File: config.mk
export PLATFORM = sky130hd
export DESIGN_NAME = lsu_misalign
export DESIGN_NICKNAME = d
export VERILOG_FILES = /design/src/rtl/lsu_pkg.sv /design/src/rtl/load_extend.sv /design/src/rtl/lsu_misalign.sv
export SDC_FILE = /design/constraint.sdc
export NUM_CORES = 1
export LEC_CHECK = 0
export BUFFER_PORTS_ARGS = -buffer_cell sky130_fd_sc_hd__buf_2
export CAP_MARGIN = 20
export CORE_MARGIN = 2
export CORE_UTILIZATION = 35
export DETAILED_ROUTE_END_ITERATION = 6
export PLACE_DENSITY = 0.69
export SYNTH_ARGS = -nofsm -noshare
export SYNTH_HDL_FRONTEND = slang
export SYNTH_HIERARCHICAL = 1
export SYNTH_SLANG_ARGS = --single-unit
File: constraint.sdc
create_clock -name clk -period 8.6 [get_ports clk]
set_clock_uncertainty 0.1 [all_clocks]
set_input_delay 1.72 -clock clk [delete_from_list [all_inputs] [get_ports clk]]
set_output_delay 1.72 -clock clk [all_outputs]
set_load 0.01 [all_outputs]
File: src/rtl/lsu_pkg.sv
// Shared constants, state encoding and decode helpers for the load/store unit.
package lsu_pkg;

   localparam logic [2:0] F3_B  = 3'b000;
   localparam logic [2:0] F3_H  = 3'b001;
   localparam logic [2:0] F3_W  = 3'b010;
   localparam logic [2:0] F3_BU = 3'b100;
   localparam logic [2:0] F3_HU = 3'b101;

   localparam logic [2:0] SZ_B = 3'b000;
   localparam logic [2:0] SZ_H = 3'b001;
   localparam logic [2:0] SZ_W = 3'b010;

   typedef enum logic [1:0] {
      IDLE  = 2'd0,
      SPLIT = 2'd1,
      DONE  = 2'd2
   } state_e;

   function automatic logic f3_legal(input logic [2:0] f3);
      return (f3 == F3_B) || (f3 == F3_H) || (f3 == F3_W) ||
             (f3 == F3_BU) || (f3 == F3_HU);
   endfunction

   // Byte accesses can never be misaligned.
   function automatic logic addr_misaligned(input logic [2:0] f3, input logic [1:0] lsb);
      logic mis;
      mis = 1'b0;
      case (f3)
         F3_H, F3_HU: mis = lsb[0];
         F3_W:        mis = (lsb != 2'b00);
         default:     mis = 1'b0;
      endcase
      return mis;
   endfunction

endpackage

File: src/rtl/load_extend.sv
// Sign/zero extension of right-justified load data to a full register value.
module load_extend
   import lsu_pkg::*;
(
   input  logic [31:0] raw,
   input  logic [2:0]  size,
   input  logic        is_unsigned,
   output logic [31:0] result
);

   always_comb begin
      result = '0;
      case (size)
         SZ_B:    result = is_unsigned ? {24'b0, raw[7:0]}  : {{24{raw[7]}}, raw[7:0]};
         SZ_H:    result = is_unsigned ? {16'b0, raw[15:0]} : {{16{raw[15]}}, raw[15:0]};
         SZ_W:    result = raw;
         default: result = '0;
      endcase
   end

endmodule

File: src/rtl/lsu_misalign.sv
// Load/store unit: aligned accesses pass through, misaligned H/W accesses are
// split into byte accesses while the core is stalled.
module lsu_misalign
   import lsu_pkg::*;
#(
   parameter bit          ALLOW_MISALIGNED = 1'b1,
   parameter int unsigned XLEN             = 32
) (
   input  logic            clk,
   input  logic            reset,
   input  logic            req_valid,
   input  logic            req_we,
   input  logic [XLEN-1:0] req_addr,
   input  logic [XLEN-1:0] req_wdata,
   input  logic [2:0]      req_funct3,
   output logic            stall,
   output logic [XLEN-1:0] rdata,
   output logic            misaligned,
   output logic            dm_we,
   output logic [XLEN-1:0] dm_a,
   output logic [XLEN-1:0] dm_wd,
   output logic [2:0]      dm_size,
   input  logic [XLEN-1:0] dm_rd
);

   state_e          state_q, state_d;
   logic [1:0]      cnt_q, cnt_d;
   logic [XLEN-1:0] ld_buf_q, ld_buf_d;

   logic            legal;
   logic            is_mis;
   logic            split_start;
   logic [1:0]      last_cnt;
   logic [XLEN-1:0] issue_addr;
   logic [XLEN-1:0] lane_data;
   logic [XLEN-1:0] ext_raw;
   logic [XLEN-1:0] ext_result;
   logic [7:0]      rd_byte;
   logic [7:0]      wr_byte;
   logic [2:0]      acc_size;

   // Request decode; the core holds the request stable for the whole split.
   assign legal       = f3_legal(req_funct3);
   assign is_mis      = addr_misaligned(req_funct3, req_addr[1:0]);
   assign split_start = req_valid && legal && is_mis && ALLOW_MISALIGNED;
   assign last_cnt    = (req_funct3[1:0] == F3_W[1:0]) ? 2'd3 : 2'd1;
   assign issue_addr  = req_addr + XLEN'(cnt_q);
   assign rd_byte     = dm_rd[{issue_addr[1:0], 3'b000} +: 8];
   assign wr_byte     = req_wdata[{cnt_q, 3'b000} +: 8];
   assign lane_data   = dm_rd >> {req_addr[1:0], 3'b000};
   assign acc_size    = {1'b0, req_funct3[1:0]};

   // One extender serves both the passthrough lane and the assembled buffer.
   assign ext_raw = (state_q == DONE) ? ld_buf_q : lane_data;

   load_extend u_load_extend (
      .raw        (ext_raw),
      .size       (acc_size),
      .is_unsigned(req_funct3[2]),
      .result     (ext_result)
   );

   always_ff @(posedge clk) begin
      if (reset) begin
         state_q  <= IDLE;
         cnt_q    <= '0;
         ld_buf_q <= '0;
      end else begin
         state_q  <= state_d;
         cnt_q    <= cnt_d;
         ld_buf_q <= ld_buf_d;
      end
   end

   // Next state, byte counter and load-byte capture.
   always_comb begin
      state_d  = state_q;
      cnt_d    = cnt_q;
      ld_buf_d = ld_buf_q;
      case (state_q)
         IDLE: begin
            if (split_start) begin
               state_d = SPLIT;
               cnt_d   = 2'd1;
               if (!req_we) ld_buf_d = XLEN'(rd_byte);
            end
         end
         SPLIT: begin
            if (!req_we) ld_buf_d[{cnt_q, 3'b000} +: 8] = rd_byte;
            if (cnt_q == last_cnt) begin
               state_d = DONE;
               cnt_d   = '0;
            end else begin
               cnt_d = cnt_q + 2'd1;
            end
         end
         DONE: begin
            state_d = IDLE;
            cnt_d   = '0;
         end
         default: begin
            state_d = IDLE;
            cnt_d   = '0;
         end
      endcase
   end

   // Outputs; reset forces everything quiet so an in-flight write is dropped.
   always_comb begin
      stall      = 1'b0;
      misaligned = 1'b0;
      dm_we      = 1'b0;
      dm_a       = '0;
      dm_wd      = '0;
      dm_size    = SZ_B;
      rdata      = '0;
      if (!reset) begin
         case (state_q)
            IDLE: begin
               if (req_valid && legal) begin
                  if (is_mis) begin
                     misaligned = 1'b1;
                     if (ALLOW_MISALIGNED) begin
                        stall   = 1'b1;
                        dm_a    = issue_addr;
                        dm_size = SZ_B;
                        dm_wd   = XLEN'(wr_byte);
                        dm_we   = req_we;
                     end
                  end else begin
                     dm_a    = req_addr;
                     dm_size = acc_size;
                     dm_wd   = req_wdata;
                     dm_we   = req_we;
                     rdata   = ext_result;
                  end
               end
            end
            SPLIT: begin
               stall   = 1'b1;
               dm_a    = issue_addr;
               dm_size = SZ_B;
               dm_wd   = XLEN'(wr_byte);
               dm_we   = req_we;
            end
            DONE: begin
               rdata = ext_result;
            end
            default: ;
         endcase
      end
   end

endmodule

**After elaboration in Yosys (flattened, before gate mapping)**

Index checks and enable logic that the tools add are counted.
W data, S select, Z words.

- Flip-flop bits (word level): 36
- Output and inout port bits: 102
- Logic and storage cells: 79

- $add $sub $neg: 3
- Equal/unequal tests: 13
- Shifts and indexed selects: 5
- Mux-type cells: 41
- Reductions and logical operators: 14

Operators by type and width:

| kind | number |
|---|---|
| $mux W32 | 15 |
| $pmux W32 S2 | 4 |
| $pmux W32 S3 | 1 |
| $shiftx A32 B6 Y8 | 2 |
| $add A32 B2 Y32 | 1 |
| $bwmux W32 | 1 |
| $shift A8 B7 Y32 const A | 1 |
| $shiftx A8 B7 Y32 | 1 |
| $shr A32 B5 Y32 | 1 |
| $mux W2 | 8 |
| $ne A2 B2 Y1 const B | 4 |
| $pmux W2 S2 | 2 |
| $mux W1 | 7 |
| $neg A5 Y7 | 1 |
| $eq A3 B3 Y1 const B | 2 |
| $logic_not A3 Y1 | 2 |
| $pmux W1 S2 | 3 |
| $eq A2 B1 Y1 const B | 2 |
| $eq A2 B2 Y1 const B | 2 |
| $logic_or A1 B1 Y1 | 4 |
| $reduce_and A4 Y1 | 1 |
| $reduce_bool A2 Y1 | 2 |
| $eq A3 B1 Y1 const B | 1 |
| $eq A3 B2 Y1 const B | 1 |
| other kinds (6) | 7 |

**Longest topological paths before layout**

- Depth in word-level cells: 9
- Mapped depth: 10
- Depth with buffers taken out: 7

**By module**

The synthesis kept the hierarchy.

By module, submodules not included:

| module | times used | cells an instance | area each (um2) | sequential area each (um2) |
|---|---|---|---|---|
| lsu_misalign | 1 | 597 | 4227.8 | 720.7 |
| load_extend | 1 | 53 | 374.1 | 0.0 |

**Worst setup path after synthesis**

Ideal clock, no wire load.

- Kind: input to output
- From: input port req_addr[0]
- To: output port rdata[18]
- Arrival: 3595 ps
- Required time: 6780 ps
- Slack: 3185 ps
- Cell stages on the path: 10
- Buffers on the path: 3
- Cells stage by stage: clkbuf_1 buf_2 mux2i_1 nor2_1 a21oi_1 o21ai_0 mux2i_1 buf_2 o2bb2ai_1 and2_1

- Word-level cells in the longest chain between the ends: 8
- Elaborated cells between the ends (all ways): 11
- Those cells by class: shift (1); mux (9); reduce/logical (1)

Ends and longest elaborated chain:

| item | RTL line | text |
|---|---|---|
| from (decl) | lsu_misalign.sv:13 | `input logic [XLEN-1:0] req_addr,` |
| $shr A32 B5 Y32 (*) | lsu_misalign.sv:50 | `assign lane_data = dm_rd >> {req_addr[1:0], 3'b000};` |
| $mux W32 (*) | lsu_misalign.sv:54 | `assign ext_raw = (state_q == DONE) ? ld_buf_q : lane_data;` |
| named net ext_raw[7] | lsu_misalign.sv:36 | `logic [XLEN-1:0] ext_raw;` |
| $mux W32 (*) | load_extend.sv:14 | `SZ_B: result = is_unsigned ? {24'b0, raw[7:0]} : {{24{raw[7]}}, raw[7:0]};` |
| $pmux W32 S3 (*) | load_extend.sv:13 | `case (size)` |
| named net ext_result[18] | lsu_misalign.sv:37 | `logic [XLEN-1:0] ext_result;` |
| $mux W32 | lsu_misalign.sv:121 | `if (is_mis) begin` |
| $mux W32 | lsu_misalign.sv:120 | `if (req_valid && legal) begin` |
| $pmux W32 S2 (*) | lsu_misalign.sv:118 | `case (state_q)` |
| $mux W32 (*) | lsu_misalign.sv:117 | `if (!reset) begin` |
| to (decl) | lsu_misalign.sv:17 | `output logic [XLEN-1:0] rdata,` |

The timed path passes the listed nets; every way through them passes the cells marked *.

**Worst setup path in the final report**

- From: input port req_addr[0]
- To: output port dm_a[17]

- Word-level cells in the longest chain between the ends: 6
- Elaborated cells between the ends (all ways): 7
- Those cells by class: add/sub (1); mux (5); reduce/logical (1)

Ends and longest elaborated chain:

| item | RTL line | text |
|---|---|---|
| branches (longest 4 deep; another with $add A32 B2 Y32) | n/a |  |
| $pmux W32 S2 (*) | lsu_misalign.sv:118 |  |
| $mux W32 (*) | lsu_misalign.sv:117 |  |
| to (decl) | lsu_misalign.sv:20 | `output logic [XLEN-1:0] dm_a,` |

Mark *: on every way between the ends.

==> flow_summary.toml <==
[timing]
period_minus_slack_ns = 6.77
rsz0062_at_grt = "false"
setup_viol_count_final = 0
timing.fmax_mhz = 148
worstMarginPinSlew_ns = 0.960
min_period_over_period_pct = 78.7
hold_violations = 0
fin_tns_setup_ns = 0
worst_slack_ns = 1.83
maxSlewHeadroom_pct = 35.6
slew_viol_final = 0

[die]
die_h_um = 119
die-width_um = 119
row_count = 41
die-area_um2 = 14100
start_util_pct = 36.2
core_area_um2 = 12700
io_pins = 205

[cts]
post_cts_resized = 0
cts_root_buffer = "clkbuf_16"
cts_tree = "done"
cts_setup_buffers = 0
ctsLongestPathBuffers = 2
htree_levels = 2
insertion_delay_ns = 0.28
cts_hold_buf = 0
cts_buffers = 5
path_clk_slew_ns = 0.06
clkSinkCount = 36

[final_layout]
final_nets = 930
antenna_cells = 0
drive_above_1_share_pct = 30.1
fin_area_um2 = 5820
multiInputGateArea_um2 = 3620
synthToLayoutAreaGrowth_pct = 26.5
area.sequential_um2 = 721
fill_cells = 1367

[global_routing]
antenna_found_initial = 0
overflow = 0
grt_start_max_net_pins = 36
grtUsageTotal_pct = 23.3
grt_pass1_vias = 5148
grt_first_pass_wirelength_um = 26800

[pwr]
peakVddDrop_mv = 0.0681
p_leak_nw = 2.61
p_per_area_nw_per_um2 = 103

[worst_setup_path]
crit_fanout = 31
startpoint_type = "primary input"
slowest_delay_ns = 0.62
crit_family = "buffers and inverters"
path_cells = "buf_2 > a21oi_1 > o21ai_1 > nand3_1 > inv_1 > a21oi_1 > a311oi_1 > buf_2"
cp_data_required_time_ns = 6.78
slowest_stage = "buf_2"
cp_num_cells = 8
crit_type = "in2out"
end_kind = "primary output"
cp.arrival_ns = 4.95
rr_worst_depth = 6
worst-path-buf-inv = 3

[synth]
avgSynthCellArea_um2 = 7.08
synth_ff_type = "dfxtp_1"
synth_edf_count = 0
ys_ff_latch = 36
syn-instance-count = 650
yosys_warnings = 6
netlist_area_um2 = 4600
synth_seq_area_share_pct = 15.7
synth_cell_types = 60
postSynth.asyncResetShare_pct = 0

[outcome]
outcome = "completed"

[drt]
antenna_left = 0
drcViolationCount = 0
wl_per_cell_um = 17.5
routed_wl_um = 17400
viasPerCell = 5.79
drtPass1Iterations = 5
initialDrtViolationCount = 496
route.vias.total = 5753

[min_path]
worstHoldPathCells = 2
hold_path_class = "reg2reg"

[run]
maxCapViolations = 0

[placed_design]
dp_hpwl_um = 13500
placed_cell_area_um2 = 5670
dp_slack_ns = 1.98
gp_congestion = 0.945
io_buffers = 203
cell families after synthesis:
family,Yosys count,synth area share (%)
multiplexers,43,11.7
flip-flops,36,15.7
other,1,0.0815
buffers and inverters,60,6.04
adder cells (fa/ha/maj),7,2.07
XOR/XNOR,2,0.381
AO/OA/AOI/OAI,204,29.9
AND/OR/NAND/NOR,297,34.1
final timing paths:
check | start | endpoint | slack [ns]
worst min-delay path | ld_buf_q[27] | ld_buf_q[27] | 0.36
worst min register to register | ld_buf_q[27] | ld_buf_q[27] | 0.36
worst max register to register | cnt_q[0] | ld_buf_q[21] | 5.74
worst max-delay path | req_addr[0] | dm_a[17] | 1.83
cell usage in the layout (no fill, tap or decap), types with 24 or more instances in the layout:
master and n:
o2bb2ai_1 24, dfxtp_1 36, nor2_1 45, o21ai_0 50, nand2_1 59, buf_2 203
mux2i_1 27, nand3_1 51, a21oi_1 53, and2_1 73
through the flow:
step / utilization (%) / power [mW] / cells / hold WS [ns]
4_1_cts: 45.7 / 0.599 / 992 / 0.360
2_1_floorplan: - / 0.329 / 653 / 0.336
3_5_place_dp: 44.6 / 0.422 / 984 / 0.352
5_1_grt: 45.7 / 0.629 / 993 / 0.381
6_report: 45.7 / 0.601 / 993 / 0.356
3_3_place_gp: 44.3 / 0.421 / 983 / 0.345
routing by layer:
| metal | vias to the layer above | share of wire, % | GRT usage, % |
|---|---|---|---|
| met5 | - | 0 | 0 |
| met4 | 0 | 3.8 | 9.00 |
| met3 | 45 | 10 | 4.83 |
| met2 | 333 | 44 | 38.1 |
| met1 | 2628 | 42 | 29.9 |
| li1 | 2747 | - | - |
where the power goes:
group          total (mW)  switching (mW)  internal, mW
Sequential          0.178         0.00758         0.170
Clock               0.179          0.0720         0.107
Combinational       0.244           0.149        0.0953
tightest hold or removal path: stages (launching register included):
cell,delay (ns)
dfxtp_1,0.31
nand2_1,0.05
o21ai_0,0.06
flip-flops by register name, summed over array words and instances (netlist names):
name	flops
ld_buf_q	32
cnt_q	2
state_q	2
cell usage after synthesis (all sizes together) (10+ instances only):
master	instances	area share [%]
a21oi	55	6.3
a22o	18	3.4
a311oi	10	1.9
and2	73	9.9
buf	18	2.6
clkbuf	31	2.5
dfxtp	36	16
inv	10	0.82
mux2i	27	5.9
nand2	59	4.8
nand2b	11	1.5
nand3	51	5.5
nand4	11	1.5
nor2	46	3.8
o21ai	51	5.5
o2bb2ai	24	4.6
area by class of cell:
type | instances | area share [%]
Multi-Input combinational cell | 557 | 62.2
Timing Repair Buffer | 209 | 18.6
Sequential cell | 36 | 12.4
Tap cell | 172 | 3.70
Clock buffer | 5 | 2.15
Inverter | 11 | 0.710
Clock inverter | 3 | 0.323
Note: power is estimated with default switching activity, not from simulation.
